==> config.mk <==
export PLATFORM = sky130hd
export DESIGN_NAME = stack_arbiter
export DESIGN_NICKNAME = d
export VERILOG_FILES = /design/src/rtl/stack_arbiter.sv
export SDC_FILE = /design/constraint.sdc
export NUM_CORES = 1
export LEC_CHECK = 0
export ABC_AREA = 1
export CAP_MARGIN = 25
export CORE_UTILIZATION = 25
export DETAILED_ROUTE_END_ITERATION = 10
export SLEW_MARGIN = 20
export SYNTH_ARGS = -nofsm -noshare
export SYNTH_HDL_FRONTEND = slang
export SYNTH_SLANG_ARGS = --single-unit
==> constraint.sdc <==
create_clock -name clock -period 3.07 [get_ports clock]
set_input_delay 0.307 -clock clock [delete_from_list [all_inputs] [get_ports clock]]
set_output_delay 0.307 -clock clock [all_outputs]
set_load 0.1 [all_outputs]
==> src/rtl/stack_arbiter.sv <==
// stack_arbiter: round-robin push/pop arbiter in front of one LIFO instance.
// Owns the stack clear, tracks depth, and rejects overflow/underflow.
module stack_arbiter #(
    parameter int WIDTH = 4,
    parameter int DEPTH = 16,
    localparam int DW = $clog2(DEPTH + 1)
) (
    input  logic               clock,
    input  logic               reset,
    input  logic [1:0]         req_valid,
    input  logic [1:0]         req_op,
    input  logic [2*WIDTH-1:0] req_data,
    output logic [1:0]         req_ready,
    output logic [1:0]         rsp_valid,
    output logic [WIDTH-1:0]   rsp_data,
    output logic               rsp_err,
    input  logic               flush,
    output logic               stk_push,
    output logic               stk_pop,
    output logic               stk_clear,
    output logic [WIDTH-1:0]   stk_wdata,
    input  logic [WIDTH-1:0]   stk_rdata,
    output logic [DW-1:0]      depth,
    output logic               full,
    output logic               empty,
    output logic [7:0]         err_count
);

    typedef enum logic [1:0] {
        S_INIT,
        S_CLEAR,
        S_RUN
    } state_t;

    localparam logic [DW-1:0] DEPTH_MAX = DW'(DEPTH);

    state_t           state;
    state_t           state_nxt;
    logic             rr_ptr;
    logic             grant;
    logic             winner;
    logic             win_op;
    logic [WIDTH-1:0] win_data;
    logic             push_ok;
    logic             pop_ok;
    logic             rej;

    // State register
    always_ff @(posedge clock or negedge reset) begin
        if (!reset) begin
            state <= S_INIT;
        end else begin
            state <= state_nxt;
        end
    end

    // Next-state decode; the stack is cleared for exactly one cycle in CLEAR
    always_comb begin
        state_nxt = state;
        stk_clear = 1'b0;
        unique case (state)
            S_INIT: begin
                state_nxt = S_CLEAR;
            end
            S_CLEAR: begin
                stk_clear = 1'b1;
                state_nxt = S_RUN;
            end
            S_RUN: begin
                if (flush) begin
                    state_nxt = S_CLEAR;
                end
            end
            default: begin
                state_nxt = S_INIT;
            end
        endcase
    end

    // Pick the winner: a lone requester wins, otherwise rr_ptr decides
    always_comb begin
        grant  = (state == S_RUN) && !flush && (|req_valid);
        winner = 1'b0;
        unique case (req_valid)
            2'b11:   winner = rr_ptr;
            2'b10:   winner = 1'b1;
            default: winner = 1'b0;
        endcase
        win_op   = req_op[winner];
        win_data = winner ? req_data[2*WIDTH-1:WIDTH]
                          : req_data[WIDTH-1:0];
    end

    // Grant and stack strobes; a rejected op touches neither the stack nor depth
    always_comb begin
        req_ready = 2'b00;
        if (grant) begin
            req_ready = winner ? 2'b10 : 2'b01;
        end
        push_ok   = grant && !win_op && (depth != DEPTH_MAX);
        pop_ok    = grant && win_op && (depth != '0);
        rej       = grant && !push_ok && !pop_ok;
        stk_push  = push_ok;
        stk_pop   = pop_ok;
        stk_wdata = push_ok ? win_data : '0;
    end

    // Depth tracks the stack; CLEAR empties it alongside stk_clear
    always_ff @(posedge clock or negedge reset) begin
        if (!reset) begin
            depth <= '0;
        end else if (state == S_CLEAR) begin
            depth <= '0;
        end else if (push_ok) begin
            depth <= depth + DW'(1);
        end else if (pop_ok) begin
            depth <= depth - DW'(1);
        end
    end

    // Round-robin pointer favours the loser of the last accept
    always_ff @(posedge clock or negedge reset) begin
        if (!reset) begin
            rr_ptr <= 1'b0;
        end else if (grant) begin
            rr_ptr <= ~winner;
        end
    end

    // Saturating count of rejected requests
    always_ff @(posedge clock or negedge reset) begin
        if (!reset) begin
            err_count <= '0;
        end else if (rej && (err_count != 8'hFF)) begin
            err_count <= err_count + 8'd1;
        end
    end

    // One-cycle registered response; pop data is captured with the pop
    always_ff @(posedge clock or negedge reset) begin
        if (!reset) begin
            rsp_valid <= '0;
            rsp_data  <= '0;
            rsp_err   <= 1'b0;
        end else begin
            rsp_valid <= req_ready;
            rsp_data  <= pop_ok ? stk_rdata : '0;
            rsp_err   <= rej;
        end
    end

    assign full  = (depth == DEPTH_MAX);
    assign empty = (depth == '0);

endmodule

==> results by group, run 1 <==
Critical path
  • CP max-delay cell: clkdlybuf4s50_1
  • CP required: 3240 ps
  • Element type at the critical path end: flip-flop
  • FF-to-FF path depth: 15
  • Crit path kind: in -> reg
  • CP Buf/Inv Count: 2
  • CP arrival: 2390 ps
  • CP peak stage delay: 520 ps
  • Crit path top cell by count: nand2_1
  • Worst-path cell chain: clkdlybuf4s50_1 -> nand2_1 -> nand2_2 -> nand2_4 -> nand2_4 -> nand3_4 -> fa_1 -> nand3_1 -> nand2_1 -> nand2_1 -> nand2_1 -> inv_1 -> nand2_1 -> nand3_1 -> nand2_1
  • Crit Path Max Fanout: 11
  • Crit start category: input pin
  • Top Family by Delay on Critical Path: simple AND/OR/NAND/NOR gates
  • Stages on worst setup path: 15

Pwr
  • Int Pwr: 0.7134 mW
  • Share of power burned in registers: 0.251
  • Combinational group share of total power: 0.637
  • Switching portion of total power: 0.5873
  • P_sw: 1.015 mW
  • Power Density: 884.6 nW/um2
  • Pleak: 1.021 nW
  • Max VDD drop: 441.2 uV
  • Clk pwr share: 0.112
  • Overall Power: 1.729 mW

Logic synthesis
  • Post-synthesis instance total: 166
  • Synth warn: 0
  • Mapped Area: 1394 um2
  • Syn Area/Cell: 8.397 um2
  • Yosys cell types: 26
  • Area share of fa/ha/maj cells after synthesis: 0.05027
  • Synth Register Bits: 23
  • Synth Area in Simple Gates: 0.3824
  • Post-synthesis sequential area ratio: 0.4129
  • Largest family of logic cells by synthesized area: simple AND/OR/NAND/NOR gates
  • Asr flop ratio synth: 1.000
  • Post-Synth XOR/XNOR Area: 0.04399
  • Post-synth top flop: dfrtp_1
  • Syn nets: 190
  • Post-synth EDFFs: 0
  • Synth Area in Compound Gates: 0.04847
  • Multiplexer area fraction after synthesis: 0

Timing
  • Fin. Hold Viols: 0
  • Max Freq: 0.4502 GHz
  • Least-Margin Pin Slew: 965.6 ps
  • Slew Limit Fails: 0
  • Slew margin rel.: 0.3543
  • Final hold slack: 393.8 ps
  • Period utilisation layout: 0.7236
  • RSZ-0062 raised after global routing: false
  • Setup-failing EPs final: 0
  • Tmin final: 2221 ps
  • Setup Skew: 4.393 ps
  • Fin worst setup slack: 848.6 ps

Routing
  • Final ANT Viol Nets: 0
  • Vias/cell: 4.128
  • Highest Signal Layer: met4
  • Drt initial violations: 37
  • 1st-pass router iterations: 4
  • DRC violations left: 0
  • Met3 routed WL: 132 um
  • DR WL/cell: 11.08 um
  • Vias: 1,193
  • WL final: 3202 um
  • Met2 wire length: 1523 um
  • WL met1: 1533 um

Die
  • Starting Density: 0.2661
  • DIE HEIGHT: 76.67 um
  • DIE WIDTH: 76.67 um
  • Ports: 50
  • Die area: 5878 um2
  • Std cell rows: 26
  • Core region area: 5238 um2

Place
  • Port bufs: 49
  • Setup WS pre-CTS: 551.0 ps
  • GPL Wtd Cong: 0.7233
  • Placed Area: 1908 um2
  • Final HPWL DP: 2403 um

Cells and area
  • N_diodes: 0
  • Final net count: 244
  • Most frequent cells in the layout: 55 x nand2_1, 25 x clkdlybuf4s50_1, 25 x buf_4, 23 x dfrtp_1, 15 x inv_1
  • Multi-input combinational cell area: 732.0 um2
  • Commonest non-fill, non-tap cell in the layout: nand2_1
  • Fill cell count: 547
  • Post-route cell area: 1954 um2
  • Area delta synth->final: 40.22%
  • Storage element area: 575.6 um2
  • Final core utilization: 0.3731
  • Layout cells sized above 1: 0.2420

GRT
  • GRT Util Overall: 0.1132
  • Initial antenna violation count: 0
  • Vias in the first global route: 1,179
  • Largest net degree at the start of global routing: 24
  • First-pass GRT wire length: 5395 um
  • Grt ovf: 0

Clock tree
  • Post-CTS Hold Fix Bufs: 0
  • Post-CTS setup buffers: 0
  • Htree depth: 1
  • CTS tree: yes
  • Num Clock Sinks: 23
  • Root Driver: clkbuf_8
  • Num CTS Buffers: 3
  • Max Buffers Root-to-Sink: 2
  • Clk slew on worst S/H paths: 90 ps
  • Clock latency on the worst-skew pair: 260 ps
  • Cts repair resizes: 0

Job
  • Max cap viols: 0

Hold path
  • Type of the worst min-delay path: in -> async

Outcome
  • Status: finished, final reports clean
## Yosys cell counts (2+ instances only)
cell     number  area, um2
nand3_2       2      20.02
dfrtp_1      23      575.6
nand2_4       4      45.04
nand3_4       3      52.55
nand2_1      55      206.5
nand4_1       8      50.05
xnor2_1       2      17.52
nor2_1       11      41.29
inv_1        15      56.30
a21oi_1       6      30.03
nand3_1       7      35.03
ha_1          4      50.05
inv_2         4      15.01
xor2_1        5      43.79
nand2_2       3      18.77
nor2_2        4      25.02
## area by class of cell
type,instances,area share
clock inverter,1,0.002561
tap,70,0.04481
clock buffer,3,0.02113
sequential,23,0.2945
inverter,20,0.03841
timing repair buffer,50,0.2241
multi-input combinational,122,0.3745
## cells by family after synthesis
kind of cell | count (synthesis)
adder cells (fa/ha/maj) | 5
AND/OR/NAND/NOR | 100
flip-flops | 23
XOR/XNOR | 7
buffers and inverters | 21
AO/OA/AOI/OAI | 10
## sequential cells by signal (all words and copies together), names as in the netlist
signal,cells
depth,5
err_count,8
rr_ptr,1
rsp_data,4
rsp_err,1
rsp_valid,2
state,2
## path summary, 6_finish.rpt
kind / slack [ps] / startpoint / endpoint
min in group clock: 430 / state[0] / state[0]
hold reg to reg: 430 / state[0] / state[0]
hold / removal: 390 / reset / rr_ptr
setup / recovery: 850 / req_valid[0] / depth[4]
max in group asynchronous: 2440 / reset / rsp_data[0]
setup reg to reg: 980 / rr_ptr / depth[4]
## routing by layer
metal | GRT usage | vias up
met3 | 0.02262 | 2
met2 | 0.1893 | 23
met5 | 0 | -
li1 | - | 629
met4 | 0.02885 | 0
met1 | 0.1480 | 539
## metrics by stage
step / setup TNS [ps] / std cells
CTS: 0 / 289
detailed placement: 0 / 285
global placement: 0 / 285
floorplan: -912.8 / 166
global route: 0 / 289
finish: 0 / 289
## power groups by stage
| stage | Clock, mW | Combinational [mW] | Sequential (mW) |
|---|---|---|---|
| floorplan | 0 | 0.579 | 0.739 |
| global placement | 0 | 1.11 | 0.439 |
| detailed placement | 0 | 1.11 | 0.440 |
| CTS | 0.202 | 1.11 | 0.436 |
| global route | 0.208 | 1.17 | 0.447 |
| finish | 0.193 | 1.10 | 0.435 |
Power figures use the tool's default switching activity.
==> run 2, diff against run 1 <==
clock period = 1.9 ns   (was 3.07 ns; I/O delays follow)
==> run 2 against run 1 <==
Effect of this change:
- first-iteration DRC count grew 14%
- worst setup slack lost 780 ps
- clock skew shrank 1.8 ps
- die area is the same
- non-clock buffer count grew 23
- critical path depth shrank 2
- critical path type is now reg -> reg
- largest power group unchanged
==> results by group, run 2 (synthesized netlist as in run 1, its figures left out) <==
Place
  • Port bufs: 49 (unchanged)
  • Setup WS pre-CTS: -297.6 ps (-848.6 ps)
  • GPL Wtd Cong: 0.7747 (+7.1%)
  • Final HPWL DP: 2574 um (+7.1%)

Die
  • Core region area: 5238 um2 (unchanged)
  • DIE WIDTH: 76.67 um (unchanged)
  • Starting Density: 0.2661 (unchanged)
  • Std cell rows: 26 (unchanged)
  • DIE HEIGHT: 76.67 um (unchanged)
  • Die area: 5878 um2 (unchanged)
  • Ports: 50 (unchanged)

GRT
  • First-pass GRT wire length: 5802 um (+7.5%)
  • Vias in the first global route: 1,285 (+9.0%)
  • Initial antenna violation count: 0 (unchanged)
  • Largest net degree at the start of global routing: 24 (unchanged)
  • GRT Util Overall: 0.1235 (+0.01031)
  • Grt ovf: 0 (unchanged)

Timing
  • Total Neg Setup Slack: 0 ps (unchanged)
  • Slew Limit Fails: 0 (unchanged)
  • Max Freq: 0.5471 GHz
  • Slew margin rel.: 0.7906 (+0.4364)
  • Fin worst setup slack: 72.20 ps (-776.4 ps)
  • Final hold slack: 279.4 ps (-114.5 ps)
  • Setup-failing EPs final: 0 (unchanged)
  • Tmin final: 1828 ps
  • RSZ-0062 raised after global routing: true
  • Fin. Hold Viols: 0 (unchanged)
  • Period utilisation layout: 0.9620
  • Least-Margin Pin Slew: 314.1 ps (-651.5 ps)
  • Setup Skew: 2.619 ps (-1.774 ps)

Critical path
  • Worst R2R Setup Slack: 70 ps (-910 ps)
  • Crit Path Max Fanout: 6 (-5)
  • CP required: 2110 ps (-1130 ps)
  • Element type at the critical path end: flip-flop
  • Crit path kind: reg -> reg
  • CP max-delay cell: dfrtp_1
  • Stages on worst setup path: 13 (-2)
  • Crit start category: flip-flop
  • CP Buf/Inv Count: 2 (unchanged)
  • Top Family by Delay on Critical Path: simple AND/OR/NAND/NOR gates
  • Worst-path cell chain: inv_2 -> nand2_2 -> nand2_2 -> nand2_4 -> nand2_4 -> nand3_4 -> buf_4 -> ha_1 -> nand3_1 -> nand2_1 -> xor2_1 -> nand2_1 -> nand2_1
  • Crit path top cell by count: nand2_1
  • CP peak stage delay: 380 ps (-140 ps)
  • CP arrival: 2030 ps (-360 ps)
  • FF-to-FF path depth: 13 (-2)

Pwr
  • Power Density: 1381 nW/um2 (+56%)
  • Pleak: 1.180 nW (+16%)
  • Overall Power: 3.307 mW (+91%)
  • Max VDD drop: 839.1 uV (+90%)

Cells and area
  • Final net count: 267 (+9.4%)
  • N_diodes: 0 (unchanged)
  • Most frequent cells in the layout: 53 x nand2_1, 43 x buf_4, 15 x clkdlybuf4s50_1, 14 x inv_1, 14 x dfrtp_1
  • Biggest regs: err_count (8), depth (5), rsp_data (4)
  • Layout cells sized above 1: 0.4504 (+0.2084)
  • Max reg flops: 8 (unchanged)
  • Final core utilization: 0.4572 (+0.08409)
  • Top reg by flops: err_count
  • Area delta synth->final: 71.81%
  • Commonest non-fill, non-tap cell in the layout: nand2_1

Clock tree
  • Num CTS Buffers: 3 (unchanged)
  • Root Driver: clkbuf_8
  • Htree depth: 1 (unchanged)
  • CTS tree: yes
  • Post-CTS Hold Fix Bufs: 0 (unchanged)
  • Clock latency on the worst-skew pair: 260 ps (about the same)
  • Max Buffers Root-to-Sink: 2 (unchanged)
  • Num Clock Sinks: 23 (unchanged)
  • Clk slew on worst S/H paths: 80 ps (about the same)

Routing
  • Final ANT Viol Nets: 0 (unchanged)
  • Vias: 1,310 (+9.8%)
  • 1st-pass router iterations: 4 (unchanged)
  • Drt initial violations: 42 (+14%)
  • DR WL/cell: 11.17 um (+0.84%)
  • Vias/cell: 4.199 (+1.7%)
  • DRC violations left: 0 (unchanged)
  • WL final: 3486 um (+8.9%)

Outcome
  • Status: finished, final reports clean

Hold path
  • Type of the worst min-delay path: in -> async

Job
  • Max cap viols: 0 (unchanged)
run 2: changes by cell type in the layout (fill, tap and decap cells not counted), sizes merged:
cell,delta
dlymetal6s2s,+1
inv,-1
clkinvlp,+1
dlygate4sd2,+2
clkdlybuf4s50,-10
buf,+30
run 2: layout make-up:
| type | count | area (um2) |
|---|---|---|
| Fill cell | 493 | 2843 |
| Multi-Input combinational cell | 122 | 843.3 |
| Timing Repair Buffer | 73 | 738.2 |
| Sequential cell | 23 | 599.3 |
| Tap cell | 70 | 87.58 |
| Inverter | 20 | 80.08 |
| Clock buffer | 3 | 41.29 |
| Clock inverter | 1 | 5.005 |
run 2: timing repair:
item	4_1_cts	5_1_grt
setup endpoints to repair	2	7
resized for setup	2	10
pin swaps	0	6
setup buffers	0	5
endpoints found under the hold margin	0	0
run 2: through the flow:
step	cell area [um2]	cells
CTS	2301	307
finish	2395	312
detailed placement	2257	303
global route	2395	312
floorplan	1488	166
global placement	2257	303
run 2: where the power goes:
part	internal, mW	switching, mW	total [mW]
Combinational	0.758	1.50	2.26
Sequential	0.618	0.118	0.736
Clock	0.146	0.162	0.308
Total	1.52	1.78	3.31
run 2: final timing paths:
check                         start           end
max in group asynchronous     reset      depth[3]
hold / removal                reset  rsp_valid[0]
hold reg to reg            state[0]      state[0]
min in group clock            flush      state[0]
setup reg to reg             rr_ptr      depth[3]
setup / recovery             rr_ptr      depth[3]
run 2: routing by layer:
metal  share of wire  GRT usage
met5               0          0
met4          0.0060    0.02308
met3           0.055    0.03690
met2            0.49     0.2170
met1            0.45     0.1484
